[src/rtl/program_loader.sv]
// Boot-time loader: packs a big-endian byte stream into 32-bit words, writes them to memory,
// then releases the processor. Optional trailing XOR checksum under `LOADER_CHECKSUM_EN.
module program_loader #(
    parameter logic [31:0] BASE_ADDR = 32'h0000_0000,
    parameter int unsigned MAX_WORDS = 64
) (
    input  logic        clk,
    input  logic        reset,
    input  logic        in_valid,
    input  logic [7:0]  in_data,
    input  logic        in_last,
    output logic        in_ready,
    output logic [31:0] mem_adr,
    output logic [31:0] mem_wd,
    output logic        mem_we,
    output logic        cpu_hold,
    output logic        done,
    output logic        error,
    output logic [15:0] word_count
);

    typedef enum logic [2:0] {
        StLoad  = 3'd0,
        StWrite = 3'd1,
`ifdef LOADER_CHECKSUM_EN
        StCheck = 3'd2,
`endif
        StDone  = 3'd3,
        StErr   = 3'd4
    } state_e;

    localparam logic [15:0] MaxWords = 16'(MAX_WORDS);

    state_e      state_q;
    logic [1:0]  byte_idx_q;
    logic [23:0] word_q;
    logic        last_f_q;
`ifdef LOADER_CHECKSUM_EN
    logic [7:0]  xor_q;
`endif

    logic        accept;
    logic [15:0] count_inc;
    logic [31:0] wr_adr;

    // in_ready is a register, so acceptance never depends combinationally on in_valid.
    assign accept    = in_valid && in_ready;
    assign count_inc = word_count + 16'd1;
    assign wr_adr    = BASE_ADDR + {14'd0, word_count, 2'b00};

    always_ff @(posedge clk or negedge reset) begin
        if (!reset) begin
            state_q    <= StLoad;
            byte_idx_q <= 2'd0;
            word_q     <= 24'd0;
            last_f_q   <= 1'b0;
`ifdef LOADER_CHECKSUM_EN
            xor_q      <= 8'd0;
`endif
            in_ready   <= 1'b0;
            mem_adr    <= BASE_ADDR;
            mem_wd     <= 32'd0;
            mem_we     <= 1'b0;
            cpu_hold   <= 1'b1;
            done       <= 1'b0;
            error      <= 1'b0;
            word_count <= 16'd0;
        end else begin
            mem_we <= 1'b0;
            case (state_q)
                StLoad: begin
                    // Also covers the first cycle after reset release.
                    in_ready <= 1'b1;
                    if (accept) begin
`ifdef LOADER_CHECKSUM_EN
                        xor_q <= xor_q ^ in_data;
`endif
                        if (byte_idx_q == 2'd3) begin
                            state_q    <= StWrite;
                            in_ready   <= 1'b0;
                            mem_we     <= 1'b1;
                            mem_adr    <= wr_adr;
                            mem_wd     <= {word_q, in_data};
                            last_f_q   <= in_last;
                            byte_idx_q <= 2'd0;
                        end else if (in_last) begin
                            // Image ends mid-word: nothing of this word is written.
                            state_q  <= StErr;
                            in_ready <= 1'b0;
                            error    <= 1'b1;
                        end else begin
                            word_q     <= {word_q[15:0], in_data};
                            byte_idx_q <= byte_idx_q + 2'd1;
                        end
                    end
                end
                StWrite: begin
                    word_count <= count_inc;
                    if (last_f_q) begin
`ifdef LOADER_CHECKSUM_EN
                        state_q  <= StCheck;
                        in_ready <= 1'b1;
`else
                        state_q  <= StDone;
                        done     <= 1'b1;
                        cpu_hold <= 1'b0;
`endif
                    end else if (count_inc == MaxWords) begin
                        state_q <= StErr;
                        error   <= 1'b1;
                    end else begin
                        state_q  <= StLoad;
                        in_ready <= 1'b1;
                    end
                end
`ifdef LOADER_CHECKSUM_EN
                StCheck: begin
                    if (accept) begin
                        in_ready <= 1'b0;
                        if (in_data == xor_q) begin
                            state_q  <= StDone;
                            done     <= 1'b1;
                            cpu_hold <= 1'b0;
                        end else begin
                            state_q <= StErr;
                            error   <= 1'b1;
                        end
                    end
                end
`endif
                StDone: begin
                    in_ready <= 1'b0;
                end
                StErr: begin
                    in_ready <= 1'b0;
                end
                default: begin
                    state_q  <= StErr;
                    in_ready <= 1'b0;
                    error    <= 1'b1;
                end
            endcase
        end
    end

endmodule

[config.mk]
export PLATFORM = sky130hd
export DESIGN_NAME = program_loader
export DESIGN_NICKNAME = d
export VERILOG_FILES = /design/src/rtl/program_loader.sv
export SDC_FILE = /design/constraint.sdc
export NUM_CORES = 1
export LEC_CHECK = 0
export ABC_AREA = 1
export BUFFER_PORTS_ARGS = -buffer_cell sky130_fd_sc_hd__buf_2
export CORE_ASPECT_RATIO = 1.1
export CORE_MARGIN = 3
export CORE_UTILIZATION = 50
export DETAILED_ROUTE_END_ITERATION = 6
export PLACE_DENSITY = 0.75
export SLEW_MARGIN = 20
export SYNTH_ARGS = -nofsm -noshare
export SYNTH_HDL_FRONTEND = slang
export SYNTH_SLANG_ARGS = --single-unit
[constraint.sdc]
create_clock -name clk -period 3.7 [get_ports clk]
set_input_delay 1.11 -clock clk [delete_from_list [all_inputs] [get_ports clk]]
set_output_delay 1.11 -clock clk [all_outputs]
set_load 0.02 [all_outputs]
==> flow_summary.yaml <==
status:
  status: "finished clean"
placement:
  place.gp.congestion: 0.855
  detailedPlacementHpwl_mm: 5.94
  pre_cts_slack_ns: 1.14
  io_buffer_count: 80
  placed_cell_area_sq_mm: 0.00474
  post-place-cells: 577
drt:
  finalWirelength_mm: 8.11
  avgRoutedWirePerCell_microns: 13.7
  route.detailed.drc: 0
  drt_pre_antenna_iters: 4
  detail-route-antenna-nets: 0
  drt-vias-per-instance: 4.99
  drt_iter0_markers: 111
  route.vias.total: 2958
global_route:
  antenna_found_initial: 0
  grtUsageTotal_pct: 18.4
  wire_length_of_the_first_global_routing_pass_mm: 13.6
  grt-ovfl-total: 0
  number_of_global_route_vias_before_repair: 2926
  grt_max_degree: 64
die:
  die_w_microns: 94
  area_of_the_die_sq_mm: 0.00966
  top_level_ports: 97
  initial_core_util_pct: 52.7
  placement_rows: 34
  core_area_sq_mm: 0.00808
  die_h_microns: 103
cts:
  cts_hold_buf: 0
  cts_num_sinks: 99
  clock_tree_from_tritoncts: "built"
  cts.root.buffer_cell: "sky130_fd_sc_hd__clkbuf_8"
  cts_repair_resize_count: 0
  cts-buffers-inserted: 9
  ctsLongestPathBuffers: 2
  clk_pin_slew_worst_paths_ns: 0.09
  insertion_delay_ns: 0.37
  htree_num_levels: 3
  post_cts.repair.setup_buffers: 0
sta:
  post-route-period-util_pct: 59.8
  hold-worst-slack_ns: 0.449
  fin_ws_ns: 1.49
  period_needed_ns: 2.21
  sum_of_negative_setup_slack_ns: 0
  report.final.setup_viol: 0
  rsz0062_at_grt: "no"
  worst_slew_margin_relative_to_its_limit_pct: 47.0
  timing.final.hold_violations: 0
  maxClockFrequency_mhz: 452
  tightest_slew_ns: 0.795
  clock-skew-final_ns: 0.00446
  slew_violations: 0
finish:
  layout.nets: 495
  utilization_pct: 60.9
  stdcell_area_sq_mm: 0.00492
  n_antenna_cell: 0
  area_growth_syn_to_layout_pct: 15.6
  final_layout_size_suffix_gt1_share_pct: 34.6
  final_cell_count_no_fill: 593
critical_path:
  cp_slowest_cell: "sky130_fd_sc_hd__dfrtp_1"
  worst-setup-path-type: "reg2out"
  crit_path_max_incr_delay_ns: 0.51
  timing.rr.start: "word_count[0]$_DFFE_PN0N_"
  setup.worst_path.end_class: "output pin"
  cp_data_required_time_ns: 2.59
  path_max_fanout: 6
  start_kind: "flip-flop"
  timing.critical_path.from: "word_count[0]$_DFFE_PN0N_"
  arrival_ns: 1.10
  critical_path_buf_inv_count: 1
  crit_family: "flip-flops"
  worstPathCellList: "buf_2"
power_and_ir_drop:
  power.ir.vdd_worst_mv: 0.246
  power.density_cell_area_mw_per_mm2: 360
  total_power_mw: 1.77
  static_leakage_power_nw: 2.75
synthesis:
  synth.cell_area_sq_mm: 0.00426
  main_combinational_cell_family_by_area_after_synthesis: "simple AND/OR/NAND/NOR gates"
  synth-simple-area-share_pct: 14.5
  post-synth-top-count-cell: "sky130_fd_sc_hd__dfrtp_1"
  synth_fa_ha_area_share_pct: 0.881
  synth_top_cell_by_area: "sky130_fd_sc_hd__dfrtp_1"
  synth.top_cells.by_count: "98 x sky130_fd_sc_hd__dfrtp_1, 72 x sky130_fd_sc_hd__nand2_1, 51 x sky130_fd_sc_hd__mux2_2, 35 x sky130_fd_sc_hd__nor2_1, 27 x sky130_fd_sc_hd__inv_1"
  synth_sequential_area_ratio_pct: 58.2
  post_synth_num_cell_types: 25
  yosysWarningCount: 0
  synth-edff-count: 0
  post_synth_mux_area_share_pct: 13.5
  post_synth_main_area_contributors: "sky130_fd_sc_hd__dfrtp_1 58%, sky130_fd_sc_hd__mux2_2 13%, sky130_fd_sc_hd__nand2_1 6.3%"
  synth_xor_xnor_area_share_pct: 1.23
  synth.top_cell.area_share_pct: 57.6
  postSynth.asyncResetShare_pct: 100
  synth-compound-area-share_pct: 5.02
  post_synth.cell_area_avg_sq_um: 10.7
  dominantRegCellSynth: "sky130_fd_sc_hd__dfrtp_1"
  netlist_instances: 398
  synth_seq_cells: 99
min_path:
  hold_start: "cpu_hold$_DFFE_PN1P_"
  worstHoldPathType: "reg2reg"
run:
  maxCapViolations: 0
registers in the layout, summed over array words and instances (netlist names):
signal,cells
in_ready,1
last_f_q,1
state_q,3
word_count,16
mem_adr,16
cpu_hold,1
mem_wd,32
error,1
byte_idx_q,2
mem_we,1
done,1
word_q,24
final timing paths:
path | endpoint | slack [ns] | depth (start not counted)
worst max-delay path | word_count[0] | 1.49 | 1
worst min-delay path | cpu_hold$_DFFE_PN1P_ | 0.45 | 2
worst max register to register | state_q[2]$_DFFE_PN0P_ | 1.65 | 11
worst min register to register | cpu_hold$_DFFE_PN1P_ | 0.45 | 2
max in group asynchronous | mem_wd[29]$_DFFE_PN0P_ | 2.22 | 2
min in group asynchronous | mem_adr[15]$_DFFE_PN0P_ | 0.82 | 1
cells in the final DEF, fill, tap and decap left out, types with 3 or more instances in the layout:
master and count:
sky130_fd_sc_hd__a21oi_1 20, sky130_fd_sc_hd__buf_2 79, sky130_fd_sc_hd__buf_4 4, sky130_fd_sc_hd__clkbuf_8 9
sky130_fd_sc_hd__conb_1 16, sky130_fd_sc_hd__dfrtp_1 98, sky130_fd_sc_hd__ha_1 3, sky130_fd_sc_hd__inv_1 27
sky130_fd_sc_hd__inv_6 4, sky130_fd_sc_hd__mux2_2 51, sky130_fd_sc_hd__nand2_1 72, sky130_fd_sc_hd__nand3_1 14
sky130_fd_sc_hd__nand4_1 4, sky130_fd_sc_hd__nor2_1 34, sky130_fd_sc_hd__nor2_2 7, sky130_fd_sc_hd__o21ai_0 21
sky130_fd_sc_hd__xor2_1 6
power by group:
| part | leakage, nW | switching, mW | total (mW) | internal [mW] |
|---|---|---|---|---|
| logic | 1.30 | 0.0375 | 0.0442 | 0.00666 |
| registers | 1.35 | 0 | 1.08 | 1.08 |
| clock network | 0.0950 | 0.390 | 0.646 | 0.255 |
cells by family (layout without fill, tap and decap cells):
logic type	Yosys count	in the layout
xor gates and xnor gates	6	6
buffers and inverters	56	128
AOI/OAI and AO/OA	42	42
muxes	51	51
other	1	16
DFF	99	99
adders and majority gates	3	3
and+or+nand+nor	140	140
layer usage:
| layer | global-route usage, % | routed length [microns] | vias up |
|---|---|---|---|
| met4 | 8.22 | 185 | 0 |
| met2 | 30.2 | 3980 | 92 |
| met1 | 22.7 | 3410 | 1421 |
| met5 | 0 | 0 | - |
| li1 | - | - | 1432 |
| met3 | 5.47 | 535 | 13 |
area by class of cell:
class                   count  area (sq um)
clock inverters             7          57.6
well taps                 108           135
multi-input cells         258          1560
inverters                  27           101
fillers                   690          3160
flip-flops and latches     99          2480
repair buffers             85           465
clock buffers               9           124
No activity file was read; power rests on OpenSTA's default activity.
